[src/rtl/fifo_frame_pkg.sv]
// Shared definitions for the write-side packet framer: control word types,
// framer FSM states and the control word builder.
package fifo_frame_pkg;

  localparam logic [1:0] HDR     = 2'b00;
  localparam logic [1:0] TRL     = 2'b01;
  localparam logic [1:0] TRL_ERR = 2'b11;

  typedef enum logic [1:0] {
    ST_IDLE  = 2'd0,
    ST_PAY   = 2'd1,
    ST_TRL   = 2'd2,
    ST_DRAIN = 2'd3
  } fsm_state_e;

  // Builds {1, typ, value} right-aligned; vw is the value field width (DATA_SIZE-3).
  function automatic logic [31:0] mk_ctrl(input logic [1:0] typ, input logic [31:0] value,
                                          input int vw = 9);
    logic [31:0] mask;
    mask = (32'd1 << vw) - 32'd1;
    return (32'd1 << (vw + 2)) | ({30'd0, typ} << vw) | (value & mask);
  endfunction

endpackage

[src/rtl/fifo_wr_stage.sv]
// Output register stage for the FIFO write port; holds winc/wData while the
// FIFO reports full and accepts a new word only when free.
module fifo_wr_stage #(
  parameter int DATA_SIZE = 12
) (
  input  logic                 wclk,
  input  logic                 wrst,
  input  logic                 load,
  input  logic [DATA_SIZE-1:0] word,
  input  logic                 wFull,
  output logic                 winc,
  output logic [DATA_SIZE-1:0] wData,
  output logic                 free
);

  logic                 winc_q, winc_d;
  logic [DATA_SIZE-1:0] data_q, data_d;

  assign free  = ~winc_q | ~wFull;
  assign winc  = winc_q;
  assign wData = data_q;

  always_comb begin
    winc_d = winc_q;
    data_d = data_q;
    if (free) begin
      winc_d = load;
      if (load) data_d = word;
    end
  end

  always_ff @(posedge wclk or negedge wrst) begin
    if (!wrst) begin
      winc_q <= 1'b0;
      data_q <= '0;
    end else begin
      winc_q <= winc_d;
      data_q <= data_d;
    end
  end

endmodule

[src/rtl/fifo_write_framer.sv]
// Write-side packet framer: wraps upstream packets in header/trailer control
// words and feeds them to the async FIFO write port.
module fifo_write_framer
  import fifo_frame_pkg::*;
#(
  parameter int DATA_SIZE = 12,
  parameter int MAX_LEN   = 256
) (
  input  logic                 wclk,
  input  logic                 wrst,
  input  logic                 s_valid,
  output logic                 s_ready,
  input  logic [DATA_SIZE-2:0] s_data,
  input  logic                 s_last,
  input  logic                 wFull,
  output logic                 winc,
  output logic [DATA_SIZE-1:0] wData,
  output logic                 busy,
  output logic                 trunc_pulse
);

  localparam int VW = DATA_SIZE - 3;

  fsm_state_e           state_q, state_d;
  logic [VW-1:0]        seq_q, seq_d;
  logic [VW-1:0]        count_q, count_d;
  logic                 err_q, err_d;
  logic                 trunc_q, trunc_d;
  logic                 free;
  logic                 load;
  logic [DATA_SIZE-1:0] word;

  fifo_wr_stage #(.DATA_SIZE(DATA_SIZE)) u_stage (
    .wclk  (wclk),
    .wrst  (wrst),
    .load  (load),
    .word  (word),
    .wFull (wFull),
    .winc  (winc),
    .wData (wData),
    .free  (free)
  );

  assign busy        = (state_q != ST_IDLE) || winc;
  assign trunc_pulse = trunc_q;

  // s_ready depends only on state and the stage, never on s_valid.
  always_comb begin
    state_d = state_q;
    seq_d   = seq_q;
    count_d = count_q;
    err_d   = err_q;
    trunc_d = 1'b0;
    load    = 1'b0;
    word    = '0;
    s_ready = 1'b0;
    case (state_q)
      ST_IDLE: begin
        if (s_valid && free) begin
          load    = 1'b1;
          word    = DATA_SIZE'(mk_ctrl(HDR, 32'(seq_q), VW));
          state_d = ST_PAY;
        end
      end
      ST_PAY: begin
        s_ready = free;
        if (s_valid && free) begin
          load    = 1'b1;
          word    = {1'b0, s_data};
          count_d = count_q + 1'b1;
          if (s_last) begin
            state_d = ST_TRL;
            err_d   = 1'b0;
          end else if (count_d == VW'(MAX_LEN)) begin
            state_d = ST_TRL;
            err_d   = 1'b1;
          end
        end
      end
      ST_TRL: begin
        if (free) begin
          load    = 1'b1;
          word    = DATA_SIZE'(mk_ctrl(err_q ? TRL_ERR : TRL, 32'(count_q), VW));
          trunc_d = err_q;
          count_d = '0;
          seq_d   = seq_q + 1'b1;
          state_d = err_q ? ST_DRAIN : ST_IDLE;
          err_d   = 1'b0;
        end
      end
      ST_DRAIN: begin
        // Rest of an over-long packet is swallowed up to its s_last.
        s_ready = 1'b1;
        if (s_valid && s_last) state_d = ST_IDLE;
      end
      default: state_d = ST_IDLE;
    endcase
  end

  always_ff @(posedge wclk or negedge wrst) begin
    if (!wrst) begin
      state_q <= ST_IDLE;
      seq_q   <= '0;
      count_q <= '0;
      err_q   <= 1'b0;
      trunc_q <= 1'b0;
    end else begin
      state_q <= state_d;
      seq_q   <= seq_d;
      count_q <= count_d;
      err_q   <= err_d;
      trunc_q <= trunc_d;
    end
  end

endmodule

[config.mk]
export PLATFORM = sky130hd
export DESIGN_NAME = fifo_write_framer
export DESIGN_NICKNAME = d
export VERILOG_FILES = /design/src/rtl/fifo_frame_pkg.sv /design/src/rtl/fifo_wr_stage.sv /design/src/rtl/fifo_write_framer.sv
export SDC_FILE = /design/constraint.sdc
export NUM_CORES = 1
export LEC_CHECK = 0
export BUFFER_PORTS_ARGS = -buffer_cell sky130_fd_sc_hd__buf_4
export CAP_MARGIN = 0
export CORE_MARGIN = 1.5
export CORE_UTILIZATION = 27
export CTS_BUF_LIST = sky130_fd_sc_hd__clkbuf_16
export CTS_CLUSTER_SIZE = 12
export DETAILED_ROUTE_END_ITERATION = 16
export SLEW_MARGIN = 15
export SYNTH_ARGS = -nofsm -noshare
export SYNTH_HDL_FRONTEND = slang
export SYNTH_SLANG_ARGS = --single-unit
[constraint.sdc]
create_clock -name wclk -period 4.35 [get_ports wclk]
set_clock_uncertainty 0.2 [all_clocks]
set_input_delay 0.87 -clock wclk [delete_from_list [all_inputs] [get_ports wclk]]
set_output_delay 0.87 -clock wclk [all_outputs]
set_load 0.005 [all_outputs]
# ---- Word-level counts from Yosys, hierarchy flattened
# Cells that the tools add are included.
dict set report totals {
  reg_bits 35
  inputBits 16
  out_inout_bits 16
  word_cells 60
}
dict set report classes {
  add_sub_neg 2
  n_eq_ne 9
  mux 26
  bitwise 4
  n_reduce_logical 12
}
# operator count
set op_table {}
lappend op_table {{$pmux W12 S3} 1}
lappend op_table {{$add A9 B1 Y9 const B} 2}
lappend op_table {{$mux W9} 2}
lappend op_table {{$pmux W9 S2} 1}
lappend op_table {{$mux W2} 8}
lappend op_table {{$mux W12} 1}
lappend op_table {{$or A12 B9 Y12} 1}
lappend op_table {{$mux W11} 1}
lappend op_table {{$eq A9 B9 Y1 const B} 1}
lappend op_table {{$mux W1} 8}
lappend op_table {{$ne A2 B2 Y1 const B} 4}
lappend op_table {{$pmux W2 S4} 1}
lappend op_table {{$pmux W1 S2} 3}
lappend op_table {{$reduce_and A5 Y1} 1}
lappend op_table {{$eq A2 B2 Y1 const B} 2}
lappend op_table {{$reduce_and A2 Y1} 2}
lappend op_table {{$reduce_and A4 Y1} 1}
lappend op_table {{$reduce_bool A2 Y1} 2}
lappend op_table {{$ne A3 B3 Y1 const B} 1}
lappend op_table {{$reduce_and A3 Y1} 1}
lappend op_table {{$eq A2 B1 Y1 const B} 1}
lappend op_table {{$logic_and A1 B1 Y1} 2}
lappend op_table {{$logic_not A2 Y1} 1}
lappend op_table {{$not A1 Y1} 2}
lappend op_table {{other kinds (3)} 3}

# ---- Logic depth before layout (Yosys ltp)
dict set report logic_depth {
  depth_word 6
  ltp_mapped 7
  mapped_depth_nobuf 6
}

# ---- Modules after synthesis
# From an unflattened synthesis, not the netlist that was laid out.
dict set report hier_totals {
  cells_unflattened 182
  area_unflattened_um2 1946.9
}
# module n_inst cells_per_inst area_per_inst_um2
set by_module_without_submodules {}
lappend by_module_without_submodules {fifo_write_framer 1 153 1400.1}
lappend by_module_without_submodules {fifo_wr_stage 1 29 546.8}

# ---- Least setup slack after synthesis
# No wires, ideal clock.
dict set report synth_path {
  path_type {input to output}
  startpoint {input port wFull}
  endpoint {output port s_ready}
  arrival_ns 1.371
  slack_ns 1.909
  cell_stages 4
  path_buffers 1
  path_cell_list {nand2_1 clkbuf_1 o21ai_0 inv_1}
}
dict set report synth_via {
  elab_chain_cells 3
}
# element line
set synth_rtl {}
lappend synth_rtl {{start: declaration} fifo_write_framer.sv:15} ;# input logic wFull,
lappend synth_rtl {{$not A1 Y1} fifo_wr_stage.sv:19} ;# assign free = ~winc_q | ~wFull;
lappend synth_rtl {{$or A1 B1 Y1} fifo_wr_stage.sv:19}
lappend synth_rtl {{$pmux W1 S2} fifo_write_framer.sv:57} ;# case (state_q)
lappend synth_rtl {{end: declaration} fifo_write_framer.sv:12} ;# output logic s_ready,
# No other way between the ends.

# ---- Final worst setup path
# Ends and elaborated chain as after synthesis.

==> results.md <==
- Gr usage total: 13.7%
- Max Fclk: 369 MHz
- NumNets Final: 255
- Max-slew violations: 0
- Hold slack final: 0.286 ns
- Final Cycle Share: 62.2%
- CP Buf/Inv Count: 3
- Core box area: 6790 um^2
- Avg Vias per Cell: 4.97
- Synthesized area: 1900 um^2
- First-pass GRT wire length: 8080 um
- Pre-antenna DRT Iters: 4
- Worst Reg-to-Reg Cells: 5
- Post-synthesis adder-cell area fraction: 1.97%
- Clk sink count: 35
- Post-synthesis mux area share: 0%
- Vias: 1655
- Startpoint types: input port
- Crit path capture type: primary output
- Max_slew headroom: 50.3%
- Most common cell after layout, fill and taps aside: dfrtp_1
- Post_cts resized: 0
- Setup crit end: s_ready
- Setup-failing EPs final: 0
- Critical path class: input port to primary output
- Met2 Track Usage GR: 21.4%
- Tightest Hold Check Type: flip-flop to flip-flop
- Synth Area in Simple Gates: 21.4%
- Die area: 7550 um^2
- Critical path peak fanout: 11
- Family with the most delay on the worst path: buffers and inverters
- CP peak stage delay: 0.28 ns
- Placer congestion estimate: 0.827
- Root cell of the clock tree: clkbuf_16
- Syn Nets: 228
- Largest net degree at the start of global routing: 36
- Die height: 86.9 um
- Critical Path RT: 3.28 ns
- FP Rows: 30
- Antenna cells: 0
- Remaining DRCs: 0
- Input/output buffers: 31
- Final HPWL DP: 3340 um
- Status: finished clean
- Critical Path AT: 1.64 ns
- Wire length per cell: 14.1 um
- FF-to-FF setup slack: 1.71 ns
- Clk slew on worst S/H paths: 0.05 ns
- GR peak layer: met2
- FF+latch count, synth: 35
- Largest family of logic cells by synthesized area: compound AO/OA/AOI/OAI gates
- Slowest CP cell: o21ai_0
- Synthesized instance count: 209
- DRT Wirelength: 4700 um
- Yosys cell types: 41
- Most used cell, CP: buf_4
- Routed Antenna Nets: 0
- Crit path from: wFull
- RSZ-0062 raised after global routing: no
- Setup TNS: 0 ns
- Crit path cell chain: buf_4 > nand2_1 > o21ai_0 > inv_1 > buf_4
- Die extent in x: 86.9 um
- Peak VDD IR: 0.246 mV
- Leak: 0.978 nW
- Synth Area in Compound Gates: 21.5%
- Antenna violations before repair: 0
- Share of post-route cells with drive strength above 1: 17.7%
- Commonest cells after routing, fill and taps aside: dfrtp_1, buf_4, nand2_1, o21ai_0, nor2_1
- CTS tree: done
- Starting Density: 28.0%
- RR Startpoint: state_q[0]
- Met3 usage: 3.89%
- Post-synthesis xor/xnor area fraction: 4.61%
- Total CTS buffers: 5
- H-tree Lvls: 2
- Power Density: 597 nW/um^2
- Final hold vios: 0
- GR Overflow Total: 0
- Max-cap viol count: 0
- CP Depth: 5
- CTS Hold Bufs: 0
- GR Util met1: 19.1%
- R2r endpoint: count_q[7]
- Syn avg cell area: 9.09 um^2
- Vias in the first global route: 1667
- Worst-margin pin slew: 0.739 ns
- Layout Area Growth over Synthesis: 22.5%
- Sequential fraction of the synthesis area: 46.1%
- Setup Buffers After CTS: 0
- Worst setup margin: 1.64 ns
- Tmin final: 2.71 ns
- Maximum clock path buffer count: 2
- Fill cells: 724
- Worst skew pair latency: 0.27 ns
- Setup WS pre-CTS: 1.49 ns
- Yosys warns: 0
- DRT iter0 DRCs: 112
- Boundary pin count: 32
kinds of logic (layout without fill, tap and decap cells):
logic type / after synthesis / count (layout)
and+or+nand+nor: 83 / 83
AOI/OAI and AO/OA: 61 / 61
DFF: 35 / 35
buffers and inverters: 17 / 45
xor gates and xnor gates: 10 / 10
adders and majority gates: 3 / 3
routing by layer:
layer	part of all wire (%)	routed length, um
met5	0	0
met4	0.72	34
met3	4.4	207
met2	46	2170
met1	49	2280
synth_stat cells, drive strengths merged:
cell type  count  share of area (%)
a22oi          7                2.8
nor2          16                3.3
nand2b         1               0.33
or3            2               0.66
clkbuf         4               0.79
a21oi          5                1.3
o211ai         7                2.8
a31o           1               0.46
ha             3                2.0
or2            1               0.33
nor3           4                1.1
o21a           8                3.2
xnor2          9                4.1
nand3         11                3.2
and3           4                1.3
and2           2               0.66
o32a           1               0.53
and4           1               0.46
xor2           1               0.46
o31ai          3                1.2
inv            6                1.2
nor2b          3               0.99
and3b          1               0.46
nand2         29                5.7
a221oi         1               0.46
a21boi         1               0.40
o21ai         16                4.2
and4b          1               0.53
o22ai          2               0.66
a31oi          5                1.6
nand4          5                1.6
a311o          1               0.53
a211oi         1               0.40
dfrtp         35                 46
o211a          1               0.53
nand3b         2               0.79
buf            7                2.5
o41ai          1               0.46
flip-flops by register name (all words and copies together), names as in the netlist:
signal,count
err_q,1
u_stage.winc,1
count_q,9
trunc_pulse,1
u_stage.wData,12
seq_q,9
state_q,2
layout make-up:
class / count / area, um^2 / share of cell area, %
Inverter: 6 / 22.5 / 0.967
Clock inverter: 3 / 12.5 / 0.537
Clock buffer: 5 / 125 / 5.37
Sequential cell: 35 / 876 / 37.6
Tap cell: 96 / 120 / 5.16
Timing Repair Buffer: 31 / 233 / 9.99
Multi-Input combinational cell: 157 / 940 / 40.4
worst reg2reg max path: cells and delay by family (launching register included):
family / cells / cell delay [ns]
AO/OA/AOI/OAI: 2 / 0.37
AND/OR/NAND/NOR: 3 / 1.17
flip-flops: 1 / 0.77
report_power, final:
part	leakage, nW	internal [mW]	switching [mW]
logic	0.455	0.242	0.255
registers	0.446	0.429	0.137
clock network	0.0762	0.206	0.121
total	0.978	0.877	0.514
how the worst min path moves through the flow:
stage               cells past startpoint        startpoint  slack [ns]          endpoint
floorplan                               1          seq_q[8]        0.25          seq_q[8]
global placement                        1          seq_q[8]        0.27          seq_q[8]
detailed placement                      1          seq_q[8]        0.27          seq_q[8]
CTS                                     1          seq_q[8]        0.29          seq_q[8]
global route                            1  u_stage.wData[3]        0.30  u_stage.wData[3]
finish                                  1  u_stage.wData[0]        0.29  u_stage.wData[0]
stage by stage:
step	power (mW)	instances	cell area, um^2	util, %
2_1_floorplan	0.856	209	1900	-
3_3_place_gp	1.06	325	2190	32.2
3_5_place_dp	1.07	325	2190	32.2
4_1_cts	1.41	333	2330	34.3
5_1_grt	1.50	333	2330	34.3
6_report	1.39	333	2330	34.3
(Power assumes the default switching activity.)
